==> src/rtl/uart_alu_sequencer.sv <==
// Purpose : collects MSB-first operand A and B bytes and an opcode byte from the UART rx stream,
//           runs the combinational ALU for one cycle, then streams the result back out byte by byte.
// Latency : 2 cycles from the opcode strobe to the first o_tx_start.
// Backpressure: each tx byte waits for i_tx_done; rx strobes arriving while busy are dropped.
// Build option: UART_ALU_SEQ_CHECKSUM_EN appends an XOR checksum byte after the result bytes.
module uart_alu_sequencer #(
  parameter int NB_BYTE        = 8,
  parameter int NB_DATA        = 16,
  parameter int NB_OPCODE      = 6,
  parameter int N_BYTES        = NB_DATA / NB_BYTE,
  parameter int TIMEOUT_CYCLES = 1000000,
  parameter int NB_TIMEOUT     = $clog2(TIMEOUT_CYCLES)
) (
  input  logic                 i_clock,
  input  logic                 i_reset,
  input  logic [NB_BYTE-1:0]   i_rx_data,
  input  logic                 i_rx_data_valid,
  input  logic [NB_DATA-1:0]   i_alu_result,
  input  logic                 i_tx_done,
  output logic [NB_DATA-1:0]   o_first_operator,
  output logic [NB_DATA-1:0]   o_second_operator,
  output logic [NB_OPCODE-1:0] o_opcode,
  output logic                 o_tx_start,
  output logic [NB_BYTE-1:0]   o_tx_data,
  output logic                 o_busy,
  output logic                 o_timeout,
  output logic [2:0]           o_dbg_state
);

  // Room for N_BYTES result bytes plus an optional checksum byte.
  localparam int NB_CNT = $clog2(N_BYTES + 2);
  localparam logic [NB_CNT-1:0]     CNT_LAST = NB_CNT'(N_BYTES - 1);
  localparam logic [NB_TIMEOUT-1:0] TO_LAST  = NB_TIMEOUT'(TIMEOUT_CYCLES - 1);

  localparam logic [2:0] RX_A      = 3'd0;
  localparam logic [2:0] RX_B      = 3'd1;
  localparam logic [2:0] RX_OP     = 3'd2;
  localparam logic [2:0] EXEC      = 3'd3;
  localparam logic [2:0] SEND      = 3'd4;
  localparam logic [2:0] WAIT_DONE = 3'd5;

  logic [2:0]           state_q, state_d;
  logic [NB_CNT-1:0]    cnt_q, cnt_d;
  logic [NB_TIMEOUT-1:0] to_q, to_d;
  logic [NB_DATA-1:0]   a_q, a_d;
  logic [NB_DATA-1:0]   b_q, b_d;
  logic [NB_OPCODE-1:0] op_q, op_d;
  logic [NB_DATA-1:0]   res_q, res_d;
  logic                 tx_start_q, tx_start_d;
  logic [NB_BYTE-1:0]   tx_data_q, tx_data_d;
  logic                 timeout_q, timeout_d;
`ifdef UART_ALU_SEQ_CHECKSUM_EN
  logic [NB_BYTE-1:0]   csum_q, csum_d;
`endif

  logic                 to_active;
  logic                 expire;
  logic                 cnt_is_last;
  logic [NB_DATA-1:0]   res_shift;
  logic [NB_DATA-1:0]   rx_ext;

  // The inter-byte timer only runs while a frame is partially assembled.
  assign to_active   = ((state_q == RX_A) && (cnt_q != '0)) || (state_q == RX_B) || (state_q == RX_OP);
  // A strobe in the expiry cycle takes priority, so expiry requires an idle cycle.
  assign expire      = to_active && !i_rx_data_valid && (to_q == TO_LAST);
  assign cnt_is_last = (cnt_q == CNT_LAST);
  assign res_shift   = res_q << NB_BYTE;
  assign rx_ext      = NB_DATA'(i_rx_data);

  // State register.
  always_ff @(posedge i_clock or negedge i_reset) begin
    if (!i_reset) begin
      state_q <= RX_A;
    end else begin
      state_q <= state_d;
    end
  end

  // Next-state decode.
  always_comb begin
    state_d = state_q;
    case (state_q)
      RX_A: begin
        if (expire)                              state_d = RX_A;
        else if (i_rx_data_valid && cnt_is_last) state_d = RX_B;
      end
      RX_B: begin
        if (expire)                              state_d = RX_A;
        else if (i_rx_data_valid && cnt_is_last) state_d = RX_OP;
      end
      RX_OP: begin
        if (expire)               state_d = RX_A;
        else if (i_rx_data_valid) state_d = EXEC;
      end
      EXEC: state_d = SEND;
      SEND: state_d = WAIT_DONE;
      WAIT_DONE: begin
        if (i_tx_done) begin
`ifdef UART_ALU_SEQ_CHECKSUM_EN
          // Last result byte is followed by the checksum byte.
          if (cnt_q == NB_CNT'(N_BYTES)) state_d = RX_A;
          else                           state_d = SEND;
`else
          if (cnt_is_last) state_d = RX_A;
          else             state_d = SEND;
`endif
        end
      end
      default: state_d = RX_A;
    endcase
  end

  // Datapath and registered-output next values.
  always_comb begin
    cnt_d      = cnt_q;
    to_d       = '0;
    a_d        = a_q;
    b_d        = b_q;
    op_d       = op_q;
    res_d      = res_q;
    tx_data_d  = tx_data_q;
    tx_start_d = (state_d == SEND);
    timeout_d  = expire;
`ifdef UART_ALU_SEQ_CHECKSUM_EN
    csum_d     = csum_q;
`endif

    if (to_active && !i_rx_data_valid && !expire) begin
      to_d = to_q + 1'b1;
    end

    case (state_q)
      RX_A: begin
        if (i_rx_data_valid) begin
          a_d   = (a_q << NB_BYTE) | rx_ext;
          cnt_d = cnt_is_last ? '0 : cnt_q + 1'b1;
        end else if (expire) begin
          cnt_d = '0;
        end
      end
      RX_B: begin
        if (i_rx_data_valid) begin
          b_d   = (b_q << NB_BYTE) | rx_ext;
          cnt_d = cnt_is_last ? '0 : cnt_q + 1'b1;
        end else if (expire) begin
          cnt_d = '0;
        end
      end
      RX_OP: begin
        if (i_rx_data_valid) begin
          op_d = i_rx_data[NB_OPCODE-1:0];
        end else if (expire) begin
          cnt_d = '0;
        end
      end
      EXEC: begin
        res_d     = i_alu_result;
        cnt_d     = '0;
        tx_data_d = i_alu_result[NB_DATA-1 -: NB_BYTE];
`ifdef UART_ALU_SEQ_CHECKSUM_EN
        csum_d    = i_alu_result[NB_DATA-1 -: NB_BYTE];
`endif
      end
      WAIT_DONE: begin
        if (i_tx_done) begin
          res_d = res_shift;
          cnt_d = cnt_q + 1'b1;
          if (state_d == RX_A) begin
            cnt_d = '0;
          end else begin
`ifdef UART_ALU_SEQ_CHECKSUM_EN
            if (cnt_is_last) begin
              tx_data_d = csum_q;
            end else begin
              tx_data_d = res_shift[NB_DATA-1 -: NB_BYTE];
              csum_d    = csum_q ^ res_shift[NB_DATA-1 -: NB_BYTE];
            end
`else
            tx_data_d = res_shift[NB_DATA-1 -: NB_BYTE];
`endif
          end
        end
      end
      default: ;
    endcase
  end

  // Datapath and output registers.
  always_ff @(posedge i_clock or negedge i_reset) begin
    if (!i_reset) begin
      cnt_q      <= '0;
      to_q       <= '0;
      a_q        <= '0;
      b_q        <= '0;
      op_q       <= '0;
      res_q      <= '0;
      tx_start_q <= 1'b0;
      tx_data_q  <= '0;
      timeout_q  <= 1'b0;
`ifdef UART_ALU_SEQ_CHECKSUM_EN
      csum_q     <= '0;
`endif
    end else begin
      cnt_q      <= cnt_d;
      to_q       <= to_d;
      a_q        <= a_d;
      b_q        <= b_d;
      op_q       <= op_d;
      res_q      <= res_d;
      tx_start_q <= tx_start_d;
      tx_data_q  <= tx_data_d;
      timeout_q  <= timeout_d;
`ifdef UART_ALU_SEQ_CHECKSUM_EN
      csum_q     <= csum_d;
`endif
    end
  end

  // Output decode.
  always_comb begin
    o_first_operator  = a_q;
    o_second_operator = b_q;
    o_opcode          = op_q;
    o_tx_start        = tx_start_q;
    o_tx_data         = tx_data_q;
    o_timeout         = timeout_q;
    o_busy            = (state_q == EXEC) || (state_q == SEND) || (state_q == WAIT_DONE);
    o_dbg_state       = state_q;
  end

endmodule

==> config.mk <==
export PLATFORM = sky130hd
export DESIGN_NAME = uart_alu_sequencer
export DESIGN_NICKNAME = d
export VERILOG_FILES = /design/src/rtl/uart_alu_sequencer.sv
export SDC_FILE = /design/constraint.sdc
export NUM_CORES = 1
export LEC_CHECK = 0
export CORE_MARGIN = 1.5
export CORE_UTILIZATION = 50
export DETAILED_ROUTE_END_ITERATION = 10
export PLACE_DENSITY = 0.76
export RECOVER_POWER = 50
export SLEW_MARGIN = 20
export SYNTH_ARGS = -nofsm -noshare
export SYNTH_HDL_FRONTEND = slang
export SYNTH_SLANG_ARGS = --single-unit
==> constraint.sdc <==
create_clock -name i_clock -period 3.3 [get_ports i_clock]
set_input_delay 0.66 -clock i_clock [delete_from_list [all_inputs] [get_ports i_clock]]
set_output_delay 0.66 -clock i_clock [all_outputs]
set_load 0.05 [all_outputs]
==> out/results.txt <==
Hold Path Class = reg -> reg
Setup crit end kind = output port
RePlAce Congestion = 0.800
Status = complete, but fails checks
Sequential area share after synthesis = 0.569
Starting Density = 0.522
Commonest non-fill, non-tap cells in the layout = dfrtp_1 (81), clkdlybuf4s50_1 (76), mux2_2 (46)
Worst path cell trace = clkdlybuf4s50_1
Main synth FF type = dfrtp_1
Vias in the first global route = 2673
Critical Path AT = 2090 ps
GRT Total Usage = 0.213
Layout Nets = 427
Rel. slew slack = -0.321
Total grt overflow = 0
DIE WIDTH = 87.4 um
ANT cells = 0
Drt drc = 0
Leakage power = 1.94 nW
Area Overhead vs Synth = 30.2%
Largest net degree at the start of global routing = 82
Async SR Flop Fraction = 1.00
Total CTS buffers = 9
Delay-heaviest family, CP = buffers and inverters
Number of library cell types mapped by synthesis = 35
WL/cell = 15.3 um
Power, Total = 5.11 mW
CTS resizes = 0
Min cycle time layout = 2750 ps
Max cap viols = 1
Worst path required time = 2640 ps
CTS H-tree lvls = 3
Final Max Tran Viols = 82
Worst Path Class, Setup = reg -> out
Commonest non-fill, non-tap cell in the layout = dfrtp_1
Post-DR vias/cell = 5.34
Standard-cell rows = 30
Worst-path maximum fanout = 24
Routed Antenna Nets = 0
CP max-delay cell = clkdlybuf4s50_1
Root buf cell = clkbuf_8
Cell depth of the worst flop-to-flop path = 5
Crit start category = flip-flop
Pwr Density = 1100 nW/um2
Iter 0 DRT Violations = 107
Syn Inst Count = 311
CTS Buffer Depth = 2
YS warnings = 0
DRT Wirelength = 7.58 mm
Syn Area/Cell = 11.5 um2
Worst hold path depth = 1
Io pins = 80
TritonCTS clock tree = done
Register bit count reported by yosys = 81
Total iterations of the first detailed-routing run = 4
RSZ-0062 raised after global routing = false
Full die area = 7640 um2
Worst path depth = 1
Hold-fix buffers, CTS = 0
Critical path's largest stage delay = 930 ps
CORE AREA = 6830 um2
Final TNS setup = 0 ps
Die H = 87.4 um
CTS sink count = 81
Initial antenna violation count = 0
Routed vias = 2648
Max VDD drop = 0.000732 V
Post-Syn Area = 3560 um2
Final Hold Viols = 0
First-pass GRT wire length = 12.6 mm
Peak Freq = 0.363 GHz
Clock Skew = 11.4 ps
Share of layout cells above drive strength 1 = 0.173
Crit share post-route = 0.834
Net Count, Synth = 343
Final design utilization = 0.679
Final count of negative-setup-slack endpoints = 0
Number of synthesized flops with an enable pin = 0
CTS clk-pin slew, worst paths = 90 ps
Failing checks = capacitance limit, slew limit
Worst-Margin Slew = 1980 ps
Port Buffers = 79
HPWL Detailed = 5.19 mm
Buf/Inv on CP = 1
Post-CTS Repair Setup Buffers = 0
Clk_lat worst skew = 350 ps
[worst register-to-register path: cells and delay by family (launching register included)]
kind,cells,cell delay (ps)
compound gates,1,330
simple gates,3,1480
mux,1,380
flops,1,450
[path summary, 6_finish.rpt]
path	start	to	slack (ps)
min	to_q[0]	to_q[0]	490
max in group asynchronous	i_reset	to_q[13]	1270
min in group asynchronous	i_reset	res_q[2]	860
max	o_dbg_state[1]	o_dbg_state[1]	550
max reg2reg	to_q[7]	o_tx_data[4]	550
min reg2reg	to_q[0]	to_q[0]	490
[sequential cells by signal, indices dropped and copies added (netlist names), 2 cells and up]
register	flops
to_q	20
o_tx_data	8
o_first_operator	16
o_second_operator	16
o_dbg_state	3
o_opcode	6
res_q	8
cnt_q	2
[synthesized netlist by cell type, drive strengths merged, types with 2 or more instances]
cell type,instances,share of area
nand4,6,0.011
mux2,46,0.15
nand4b,3,0.0074
o22ai,8,0.014
ha,4,0.014
o2111ai,2,0.0049
or4,3,0.0063
a21oi,13,0.018
nand2b,4,0.0070
o21ai,6,0.0084
xnor2,6,0.015
and2,3,0.0053
and3,5,0.0088
xor2,10,0.025
dfrtp,81,0.57
nor3,6,0.0084
inv,4,0.0042
or3,3,0.0067
nand3,9,0.013
nand2,36,0.038
clkbuf,9,0.0095
nor2,31,0.033
a211oi,2,0.0042
[where the power goes]
part | internal, mW | switching, mW | total, mW
sequential | 1.36 | 0.285 | 1.65
combinational | 1.06 | 1.73 | 2.79
clock | 0.300 | 0.374 | 0.674
[cell type report]
type,instances,area (um2)
Clock buffer,10,138
Clock inverter,6,48.8
Fill cell,553,2190
Inverter,5,18.8
Multi-Input combinational cell,215,1480
Sequential cell,81,2030
Tap cell,96,120
Timing Repair Buffer,83,810
[stage by stage]
| step | hold WS, ps | cell area [um2] | cells | setup slack (ps) |
|---|---|---|---|---|
| 2_1_floorplan | 364 | 3560 | 311 | 744 |
| 3_3_place_gp | 473 | 4470 | 480 | 492 |
| 3_5_place_dp | 486 | 4470 | 480 | 420 |
| 4_1_cts | 496 | 4650 | 496 | 519 |
| 5_1_grt | 523 | 4640 | 496 | 416 |
| 6_report | 487 | 4640 | 496 | 549 |
[per-layer routing]
metal  global-route usage  share of wire
met5                    0              0
met4               0.0909          0.011
met3               0.0370          0.052
met2                0.350           0.50
met1                0.279           0.44
[cells by family (layout without fill, tap and decap cells)]
group                      after synthesis  in the layout  share of synthesized area
AOI/OAI and AO/OA                       36             36                     0.0639
xor gates and xnor gates                16             16                     0.0393
adders and majority gates                4              4                     0.0140
buffers and inverters                   15            104                     0.0161
DFF                                     81             81                      0.569
muxes                                   46             46                      0.145
and+or+nand+nor                        113            113                      0.153
Power figures use the tool's default switching activity.
